[src/rtl/pcs_receive_ordered_set.sv]
// rtl/pcs_receive_ordered_set.sv - PCS receive ordered-set delineation to GMII RXD/RX_DV/RX_ER
// Registered outputs: the response to a code-group appears on the following cycle.
module pcs_receive_ordered_set #(
    parameter int CNT_W = 16
) (
    input  logic             CLK,
    input  logic             RESET,
    input  logic             SYNC_STATUS,
    input  logic             RX_EVEN,
    input  logic [7:0]       RX_CG,
    input  logic             RX_CG_K,
    input  logic             RX_CG_INVALID,
    output logic [7:0]       RXD,
    output logic             RX_DV,
    output logic             RX_ER,
    output logic             receiving,
    output logic [CNT_W-1:0] rx_frame_count,
    output logic [CNT_W-1:0] rx_err_count
);

    typedef enum logic [3:0] {
        ST_LINK_FAILED,
        ST_WAIT_FOR_K,
        ST_RX_K,
        ST_IDLE_D,
        ST_START_OF_PACKET,
        ST_RECEIVE,
        ST_DATA_ERROR,
        ST_TRI,
        ST_TRR,
        ST_EARLY_END,
        ST_FALSE_CARRIER
    } state_t;

    state_t           state_q, state_d;
    logic [7:0]       rxd_q, rxd_d;
    logic             dv_q, dv_d;
    logic             er_q, er_d;
    logic             rcv_q, rcv_d;
    logic             errored_q, errored_d;
    logic             early_bc_q, early_bc_d;
    logic [CNT_W-1:0] frame_cnt_q, frame_cnt_d;
    logic [CNT_W-1:0] err_cnt_q, err_cnt_d;
    logic             frame_inc, err_inc;

    logic cg_ok, cg_data, cg_comma, cg_sop, cg_term, cg_ext, cg_idle_d;

    assign cg_ok     = !RX_CG_INVALID;
    assign cg_data   = cg_ok && !RX_CG_K;
    assign cg_comma  = cg_ok && RX_CG_K && (RX_CG == 8'hBC);
    assign cg_sop    = cg_ok && RX_CG_K && (RX_CG == 8'hFB);
    assign cg_term   = cg_ok && RX_CG_K && (RX_CG == 8'hFD);
    assign cg_ext    = cg_ok && RX_CG_K && (RX_CG == 8'hF7);
    assign cg_idle_d = cg_data && ((RX_CG == 8'hC5) || (RX_CG == 8'h50));

    always_comb begin
        state_d    = state_q;
        rxd_d      = 8'h00;
        dv_d       = 1'b0;
        er_d       = 1'b0;
        rcv_d      = 1'b0;
        errored_d  = errored_q;
        early_bc_d = early_bc_q;
        frame_inc  = 1'b0;
        err_inc    = 1'b0;

        case (state_q)
            ST_LINK_FAILED: begin
                state_d = ST_WAIT_FOR_K;
            end
            ST_WAIT_FOR_K: begin
                if (cg_comma && RX_EVEN) state_d = ST_RX_K;
            end
            ST_RX_K: begin
                state_d = cg_idle_d ? ST_IDLE_D : ST_WAIT_FOR_K;
            end
            ST_IDLE_D: begin
                if (cg_comma && RX_EVEN) begin
                    state_d = ST_RX_K;
                end else if (cg_sop && RX_EVEN) begin
                    state_d   = ST_START_OF_PACKET;
                    rxd_d     = 8'h55;
                    dv_d      = 1'b1;
                    rcv_d     = 1'b1;
                    errored_d = 1'b0;
                end else begin
                    state_d = ST_FALSE_CARRIER;
                    rxd_d   = 8'h0E;
                    er_d    = 1'b1;
                    err_inc = 1'b1;
                end
            end
            ST_START_OF_PACKET, ST_RECEIVE, ST_DATA_ERROR: begin
                if (cg_term) begin
                    state_d = ST_TRI;
                    rcv_d   = 1'b1;
                end else if (cg_comma) begin
                    state_d    = ST_EARLY_END;
                    er_d       = 1'b1;
                    err_inc    = 1'b1;
                    early_bc_d = 1'b1;
                end else if (cg_data) begin
                    state_d = ST_RECEIVE;
                    rxd_d   = RX_CG;
                    dv_d    = 1'b1;
                    rcv_d   = 1'b1;
                end else begin
                    // /V/, invalid code-groups and stray K characters all poison the frame
                    state_d   = ST_DATA_ERROR;
                    rxd_d     = RX_CG;
                    dv_d      = 1'b1;
                    er_d      = 1'b1;
                    rcv_d     = 1'b1;
                    errored_d = 1'b1;
                end
            end
            ST_TRI: begin
                if (cg_ext) begin
                    state_d   = ST_TRR;
                    frame_inc = !errored_q;
                    err_inc   = errored_q;
                end else begin
                    state_d    = ST_EARLY_END;
                    er_d       = 1'b1;
                    err_inc    = 1'b1;
                    early_bc_d = cg_comma;
                end
            end
            ST_TRR: begin
                if (cg_ext)                   state_d = ST_TRR;
                else if (cg_comma && RX_EVEN) state_d = ST_RX_K;
                else                          state_d = ST_WAIT_FOR_K;
            end
            ST_EARLY_END: begin
                // When a comma ended the frame, this code-group is judged as the one following it
                if (early_bc_q)                  state_d = cg_idle_d ? ST_IDLE_D : ST_WAIT_FOR_K;
                else if (cg_comma && RX_EVEN)    state_d = ST_RX_K;
                else                             state_d = ST_WAIT_FOR_K;
            end
            ST_FALSE_CARRIER: begin
                if (cg_comma && RX_EVEN) begin
                    state_d = ST_RX_K;
                end else begin
                    rxd_d = 8'h0E;
                    er_d  = 1'b1;
                end
            end
            default: begin
                state_d = ST_LINK_FAILED;
            end
        endcase

        if (!SYNC_STATUS) begin
            state_d   = ST_LINK_FAILED;
            rxd_d     = 8'h00;
            dv_d      = 1'b0;
            er_d      = rcv_q;
            rcv_d     = 1'b0;
            errored_d = 1'b0;
            frame_inc = 1'b0;
            err_inc   = rcv_q;
        end

        frame_cnt_d = frame_cnt_q;
        if (frame_inc && (frame_cnt_q != {CNT_W{1'b1}})) frame_cnt_d = frame_cnt_q + CNT_W'(1);
        err_cnt_d = err_cnt_q;
        if (err_inc && (err_cnt_q != {CNT_W{1'b1}})) err_cnt_d = err_cnt_q + CNT_W'(1);
    end

    always_ff @(posedge CLK) begin
        if (RESET) begin
            state_q     <= ST_LINK_FAILED;
            rxd_q       <= 8'h00;
            dv_q        <= 1'b0;
            er_q        <= 1'b0;
            rcv_q       <= 1'b0;
            errored_q   <= 1'b0;
            early_bc_q  <= 1'b0;
            frame_cnt_q <= '0;
            err_cnt_q   <= '0;
        end else begin
            state_q     <= state_d;
            rxd_q       <= rxd_d;
            dv_q        <= dv_d;
            er_q        <= er_d;
            rcv_q       <= rcv_d;
            errored_q   <= errored_d;
            early_bc_q  <= early_bc_d;
            frame_cnt_q <= frame_cnt_d;
            err_cnt_q   <= err_cnt_d;
        end
    end

    assign RXD            = rxd_q;
    assign RX_DV          = dv_q;
    assign RX_ER          = er_q;
    assign receiving      = rcv_q;
    assign rx_frame_count = frame_cnt_q;
    assign rx_err_count   = err_cnt_q;

endmodule

[config.mk]
export PLATFORM = sky130hd
export DESIGN_NAME = pcs_receive_ordered_set
export DESIGN_NICKNAME = d
export VERILOG_FILES = /design/src/rtl/pcs_receive_ordered_set.sv
export SDC_FILE = /design/constraint.sdc
export NUM_CORES = 1
export LEC_CHECK = 0
export BUFFER_PORTS_ARGS = -buffer_cell sky130_fd_sc_hd__buf_2
export CAP_MARGIN = 0
export CORE_MARGIN = 4
export CORE_UTILIZATION = 45
export DETAILED_ROUTE_END_ITERATION = 8
export PLACE_DENSITY = 0.73
export SLEW_MARGIN = 10
export SYNTH_ARGS = -nofsm -noshare
export SYNTH_HDL_FRONTEND = slang
export SYNTH_SLANG_ARGS = --single-unit
[constraint.sdc]
create_clock -name CLK -period 3.65 [get_ports CLK]
set_input_delay 0.1825 -clock CLK [delete_from_list [all_inputs] [get_ports CLK]]
set_output_delay 0.1825 -clock CLK [all_outputs]
set_load 0.1 [all_outputs]
Word-level counts from Yosys, hierarchy flattened
Cells that the tools add are included.
{"block": "totals", "ff_bits": 49, "input_bits": 14}
{"block": "op_classes", "addsub": 2, "n_eq_ne": 26, "mux": 52, "bitwise": 1, "reduce_logical": 23}
{"op": "8-bit == test (second input constant)", "count": 5}
{"op": "16-bit by 1-bit adder with 16-bit output (second input constant)", "count": 2}
{"op": "4-bit 2-to-1 mux", "count": 8}
{"op": "16-bit != test (second input constant)", "count": 2}
{"op": "4-bit one-hot mux with 8 select lines", "count": 1}
{"op": "1-bit 2-to-1 mux", "count": 29}
{"op": "8-bit one-hot mux with 3 select lines", "count": 1}
{"op": "4-bit by 3-bit == test with 1-bit output (second input constant)", "count": 4}
{"op": "8-bit 2-to-1 mux", "count": 2}
{"op": "7-bit 2-to-1 mux", "count": 2}
{"op": "2-bit != test (second input constant)", "count": 7}
{"op": "4-bit == test (second input constant)", "count": 3}
{"op": "1-bit logical AND", "count": 11}
{"op": "4-bit by 2-bit == test with 1-bit output (second input constant)", "count": 2}
{"op": "8-bit by 7-bit == test with 1-bit output (second input constant)", "count": 1}
{"op": "1-bit one-hot mux with 2 select lines", "count": 4}
{"op": "2-bit 2-to-1 mux", "count": 3}
{"op": "6-bit AND reduction", "count": 1}
{"op": "4-bit by 1-bit == test with 1-bit output (second input constant)", "count": 1}
{"op": "4-bit logical NOT", "count": 1}
{"op": "1-bit one-hot mux with 4 select lines", "count": 1}
{"op": "4-bit AND reduction", "count": 1}
{"op": "2-bit nonzero test", "count": 2}
{"op": "2-bit OR reduction", "count": 2}
{"op": "6 further kinds", "count": 8}

Logic depth before layout (Yosys ltp)
Gate-level depths: netlist of the first run.
{"block": "logic_depth", "ltp_word": 9, "mapped_depth": 8, "ltp_nobuf": 6}

Least setup slack after synthesis of the first run
Ideal clock, no wire load.
{"block": "synth_path", "path_kind": "register to register", "startpoint": "register err_cnt_q[0] (netlist: rx_err_count[0])", "endpoint": "register err_cnt_q[5] (netlist: rx_err_count[5])", "setup_time_ps": 115, "t_arrival_ps": 2495, "t_required_ps": 3535, "slack_ps": 1039, "stages_incl_launch_ff": 8, "path_buffers": 1, "cell_sequence": "dfxtp_1 > ha_1 > nand3_1 > o31a_1 > o21ai_2 > buf_2 > nor4_1 > o21ba_2"}
{"block": "synth_via", "elab_chain_cells": 2, "elab_cells_between_ends": 3, "cone_classes": "add/sub: 1; eq/ne: 1; reduce/logical: 1"}
{"element": "start, declared", "line": "43", "rtl": "logic [CNT_W-1:0] err_cnt_q, err_cnt_d;"}
{"element": "start signal, assigned", "line": "190", "rtl": "err_cnt_q <= err_cnt_d;"}
{"element": "branches (longest 2 deep; another with 16-bit by 1-bit adder with 16-bit output)"}
Several ways; the timed one is not identified.
A chain may end at the register's enable or synchronous reset.

Worst setup path in the final report of the first run
{"block": "layout_path", "startpoint": "register state_q[2]", "endpoint": "register err_cnt_q[8] (netlist: rx_err_count[8])"}
{"block": "layout_via", "elab_chain_cells": 5, "elab_cells_between_ends": 9, "cone_classes": "eq/ne: 5; mux: 2; reduce/logical: 2"}
{"element": "start, declared", "line": "35", "rtl": "state_t state_q, state_d;"}
{"element": "start signal, assigned", "line": "182", "rtl": "state_q <= state_d;"}
{"element": "4-bit by 3-bit == test with 1-bit output", "line": "67", "rtl": "case (state_q)"}
{"element": "3-bit OR reduction", "line": "67"}
{"element": "1-bit one-hot mux with 3 select lines *", "line": "67"}
{"element": "1-bit 2-to-1 mux *", "line": "153", "rtl": "if (!SYNC_STATUS) begin"}
{"element": "1-bit logical AND *", "line": "167", "rtl": "if (err_inc && (err_cnt_q != {CNT_W{1'b1}})) err_cnt_d = err_cnt_q + CNT_W'(1);"}
Mark *: on every way between the ends. The rest lies on a longest branch, timed or not.

==> metrics.yaml, run 1 <==
synth:
  syn_avg_cell_area_um2: 8.44
  synth-simple-area-share_pct: 32.0
  synth_top_family_by_area: "simple AND/OR/NAND/NOR gates"
  ys.flop_type: "dfxtp_1"
  syn_nets: 322
  synth_xor_area_share_pct: 6.10
  yosys_register_bits: 49
  synthCells: 306
  muxShareOfSynthArea_pct: 1.55
  synth_fa_ha_area_share_pct: 0.969
  synth-compound-area-share_pct: 18.3
  yosys_warnings: 0
  synth-edff-count: 0
  synthDistinctLibCells: 53
  ys_async_sr_fraction_pct: 0
  yosysSeqAreaShare_pct: 38.0
  synth_area_mm2: 0.00258
clock_tree:
  hold_buffers: 0
  cts_setup_buffers: 0
  clk_latency_ns: 0.31
  cts.sinks: 49
  cts_buffers: 5
  ctsLongestPathBuffers: 2
  clk_pin_slew_ns: 0.10
  htreeDepth: 2
  cts-root-buf: "clkbuf_8"
  cts_resized: 0
  cts_tree: "built"
routing:
  viasPerCell: 5.73
  wirelength_um: 6080
  antenna_left: 0
  wl_met2_um: 2690
  routedWlPerCell_um: 14.1
  remaining_drc_errors: 0
  drtIter0Drc: 194
  wl_met3_um: 502
  met1_length_um: 2810
  highest_layer: "met4"
  vias: 2463
  first_pass_iters: 4
timing:
  slew_headroom_pct: 45.5
  tightest_slew_ns: 0.810
  clock_skew_ns: 0.00796
  hold_violations: 0
  setup_ws_ns: 1.14
  rsz0062_at_grt: "no"
  setup_viol: 0
  maxSlewViolCount: 0
  period_needed_ns: 2.51
  period_share_pct: 68.8
  finalSetupTns_ns: 0
  fmax_mhz: 398
run_status:
  status: "finished, final reports clean"
global_routing:
  antenna_found_initial: 0
  grt_pass1_vias: 2256
  grt-ovfl-total: 0
  grt_max_degree: 37
  grt_pass1_wl_um: 10500
  track_usage_pct: 17.5
final_layout:
  antenna_cells: 0
  nNetsFinal: 373
  most-common-layout-cells: "buf_2 (56), dfxtp_1 (49), nor2_1 (29), a21oi_1 (27), nand2_1 (22)"
  layout_commonest_cell: "buf_2"
  areaGrowthSynthToFinish_pct: 15.7
  drive_gt1_share_pct: 20.4
critical_path:
  path_buf_inv: 0
  critPathKind: "flip-flop to flip-flop"
  cpPeakStageDelay_ns: 0.59
  cp-end-kind: "flip-flop"
  worst_ep_arrival_time_ns: 2.75
  crit_family: "compound AO/OA/AOI/OAI gates"
  crit_required_ns: 3.88
  worst_path_max_delay_cell: "dfxtp_1"
  cp-start-kind: "flip-flop"
  crit_chain: "nor2b_1, nand2_1, o221ai_1, o21ai_2, or4b_1, a21oi_1"
  cp_max_fo: 18
place:
  gp_congestion: 0.880
  port_buffers: 56
  dpl.hpwl_um: 4430
  post-place-ws_ns: 1.18
run:
  maxCapViolCount: 0
pwr:
  irDropWorstVdd_mv: 0.142
  power.density_mw_per_mm2: 304
  p_leak_nw: 1.16
die:
  die_area_mm2: 0.00701
  ios: 57
  die_w_um: 83.8
  die_h_um: 83.8
  core_area_mm2: 0.00554
  start_util_pct: 46.6
  placementRows: 27
hold_path:
  hold_path.class: "input port to flip-flop"
## layout make-up
cell class                 count  area [um2]
clock buffer                   5        68.8
clock inverter                 3        22.5
fill                         527        2550
inverter                       6        22.5
multi-input combinational    239        1520
sequential                    49         981
tap                           72        90.1
timing repair buffer          56         280
## kinds of logic (layout without fill, tap and decap cells)
logic type / Yosys count / after routing
AOI/OAI and AO/OA: 72 / 72
xor gates and xnor gates: 18 / 18
adders and majority gates: 2 / 2
buffers and inverters: 18 / 70
DFF: 49 / 49
muxes: 4 / 4
and+or+nand+nor: 143 / 143
## worst register-to-register path, stage by stage (launching register included)
cell,delay [ns]
dfxtp_1,0.59
nor2b_1,0.22
nand2_1,0.17
o221ai_1,0.49
o21ai_2,0.30
or4b_1,0.53
a21oi_1,0.14
## synth_stat cells (all sizes together), types with 7 or more instances
cell,number,area share [%]
xnor2,7,2.4
nor3,7,1.4
nor2,29,4.2
nand3,16,3.1
nand2,22,3.2
clkbuf,8,1.2
and4,7,2.4
or3,8,1.9
o21ai,16,3.2
a21oi,27,5.2
xor2,11,3.7
nor4,8,2.5
dfxtp,49,38
nand2b,9,2.2
## per-layer routing
layer  GRT usage [%]  up-vias
li1                -     1243
met1            23.8     1119
met2            27.6       94
met3            4.64        7
met4            3.95        0
met5               0        -
## sequential cells by signal (all words and copies together) (netlist names)
name            flops
RXD                 8
RX_DV               1
RX_ER               1
early_bc_q          1
errored_q           1
receiving           1
rx_err_count       16
rx_frame_count     16
state_q             4
## final timing paths
| check | depth (start not counted) | slack, ns | endpoint | start |
|---|---|---|---|---|
| setup / recovery | 6 | 1.14 | rx_err_count[8] | state_q[2] |
| hold / removal | 2 | 0.13 | RXD[4] | RX_CG[4] |
| setup reg to reg | 6 | 1.14 | rx_err_count[8] | state_q[2] |
| hold reg to reg | 2 | 0.52 | rx_err_count[10] | rx_err_count[10] |
## where the power goes
group	switching, mW	leakage (nW)	internal (mW)
Clock	0.195	0.0481	0.136
Sequential	0.00340	0.395	0.535
Combinational	0.0251	0.716	0.0138
## through the flow
step                total power [mW]  hold slack (ns)  util [%]  cell area, um2  cells
finish                         0.909            0.134      53.9            2990    430
CTS                            0.919            0.124      53.9            2990    430
global route                   0.945            0.134      53.9            2990    430
detailed placement             0.589            0.450      52.3            2900    422
floorplan                      0.572            0.302         -            2580    306
global placement               0.589            0.438      52.3            2900    422
Power figures use the tool's default switching activity.
==> run 2: changes to the inputs <==
Settings changed: ABC_AREA set to 1, PLACE_DENSITY 0.73 to 0.75.
Clock period 3.65 ns to 2.2 ns, I/O delays scaled along.
==> metrics.yaml, run 2 <==
critical_path:
  crit_chain: "ha_1, nand3_1, nor3_2, nand2_1, nor3_2, inv_1, nand2_1, nor2_1, o21ai_0, a21oi_1"
  worst_path_max_delay_cell: "dfxtp_2"
  crit_required_ns: 2.40
  cp-start-kind: "flip-flop"
  cpPeakStageDelay_ns: 0.37
  path_buf_inv: 1
  critPathKind: "flip-flop to flip-flop"
  cp_max_fo: 5
  worst_ep_arrival_time_ns: 2.08
  crit_family: "simple AND/OR/NAND/NOR gates"
  cp-end-kind: "flip-flop"
place:
  port_buffers: 56
  dp_cells: 554
  gp_congestion: 0.952
  post-place-ws_ns: 0.301
  dpl.hpwl_um: 5080
die:
  die_w_um: 86.2
  start_util_pct: 46.5
  die_area_mm2: 0.00743
  core_area_mm2: 0.00592
  die_h_um: 86.2
  placementRows: 28
  ios: 57
final_layout:
  antenna_cells: 0
  layout.cells.non_filler: 562
  most-common-layout-cells: "nand2_1 (93), inv_1 (63), nor2_1 (61), buf_2 (56), nand3_1 (43)"
  areaGrowthSynthToFinish_pct: 16.6
  drive_gt1_share_pct: 20.7
  nNetsFinal: 502
  layout_commonest_cell: "nand2_1"
routing:
  viasPerCell: 5.04
  antenna_left: 0
  remaining_drc_errors: 0
  wirelength_um: 6480
  drtIter0Drc: 81
  routedWlPerCell_um: 11.5
  vias: 2835
  first_pass_iters: 4
pwr:
  power.density_mw_per_mm2: 477
  p_leak_nw: 1.52
  p_total_mw: 1.53
  irDropWorstVdd_mv: 0.314
clock_tree:
  cts_tree: "built"
  htreeDepth: 2
  clk_latency_ns: 0.30
  cts-root-buf: "clkbuf_8"
  cts_setup_buffers: 0
  ctsLongestPathBuffers: 2
  clk_pin_slew_ns: 0.09
  cts_buffers: 5
  cts.sinks: 49
synth:
  ys_top_cells_by_area: "dfxtp_1 (36%), nand2_1 (13%), inv_1 (8.6%), nor2_1 (8.3%), nand3_1 (7.8%)"
  synth_area_leader_cell: "dfxtp_1"
  ys_async_sr_fraction_pct: 0
  syn_nets: 444
  yosys_warnings: 0
  yosys_register_bits: 49
  yosysSeqAreaShare_pct: 35.6
  synthCells: 428
  synthTopCellsByCount: "nand2_1 (93), inv_1 (63), nor2_1 (61)"
  ys.flop_type: "dfxtp_1"
  synth-edff-count: 0
  synthDistinctLibCells: 32
  synth_area_mm2: 0.00275
  syn_avg_cell_area_um2: 6.43
  netlist.area_leader.share_pct: 35.6
  post-synth-top-count-cell: "nand2_1"
run_status:
  status: "finished, final reports clean"
timing:
  slew_headroom_pct: 67.1
  hold_violations: 0
  period_needed_ns: 1.88
  setup_ws_ns: 0.319
  rsz0062_at_grt: "no"
  finalSetupTns_ns: 0
  setup_viol: 0
  holdWs_ns: 0.0605
  tightest_slew_ns: 0.496
  maxSlewViolCount: 0
  clock_skew_ns: 0.00686
  fmax_mhz: 532
  period_share_pct: 85.5
global_routing:
  grt_pass1_wl_um: 11200
  grt_pass1_vias: 2652
  grt_max_degree: 32
  antenna_found_initial: 0
  grt-ovfl-total: 0
  track_usage_pct: 18.1
run:
  maxCapViolCount: 0
hold_path:
  hold_path.class: "input port to flip-flop"
## run 2: cell types whose count changed after synthesis, sizes merged, moves of 6 or more
cell	change
a21oi	+10
and4	-7
clkbuf	-7
inv	+57
nand2	+75
nand2b	-9
nand3	+29
nor2	+38
nor3	+8
nor4	-6
or3	-8
xor2	-9
## run 2: where the power goes
part | internal [mW] | total, mW | switching (mW)
Clock | 0.255 | 0.556 | 0.301
Sequential | 0.888 | 0.889 | 0.00173
Combinational | 0.0273 | 0.0868 | 0.0595
## run 2: metrics by stage
stage	cell area [um2]	utilization, %
2_1_floorplan	2770	-
3_3_place_gp	3110	52.5
3_5_place_dp	3110	52.5
4_1_cts	3200	54.1
5_1_grt	3210	54.2
6_report	3210	54.2
## run 2: cells by family after synthesis
| kind of cell | synth area share (%) |
|---|---|
| adders and majority gates | 0.909 |
| DFF | 35.6 |
| and+or+nand+nor | 39.3 |
| buffers and inverters | 10.7 |
| AOI/OAI and AO/OA | 11.8 |
| xor gates and xnor gates | 1.59 |
## run 2: worst paths after layout
kind                     startpoint  slack [ns]  cells past startpoint                end
hold / removal                RESET        0.06                      2  rx_frame_count[8]
setup reg to reg  rx_frame_count[0]        0.32                     10  rx_frame_count[3]
hold reg to reg   rx_frame_count[0]        0.47                      1  rx_frame_count[0]
setup / recovery  rx_frame_count[0]        0.32                     10  rx_frame_count[3]
## run 2: layout make-up
| type | count | area, um2 |
|---|---|---|
| repair buffers | 57 | 288 |
| clock buffers | 6 | 82.6 |
| well taps | 75 | 93.8 |
| clock inverters | 2 | 13.8 |
| flip-flops and latches | 49 | 1000 |
| fillers | 583 | 2710 |
| inverters | 66 | 248 |
| multi-input cells | 307 | 1480 |
## run 2: layer usage
metal  wire [um]  part of all wire [%]  up-vias  global-route usage, %
li1            -                     -     1494                      -
met3         415                   6.4       11                   4.09
met4         116                   1.8        0                   6.09
met5           0                     0        -                      0
met1        3010                    46     1259                   22.6
met2        2940                    45       71                   30.9
## run 2: worst register-to-register path: cells and delay by family, from the launching register on
kind                       cells  cell delay [ns]
and+or+nand+nor                6             0.96
DFF                            1             0.37
AOI/OAI and AO/OA              2             0.20
adders and majority gates      1             0.17
buffers and inverters          1             0.07
## run 2: repair_timing
item                       CTS  global route
hold buffers                 0             0
setup endpoints to repair    0             1
resized for setup            0             1
hold endpoints to repair     0             0
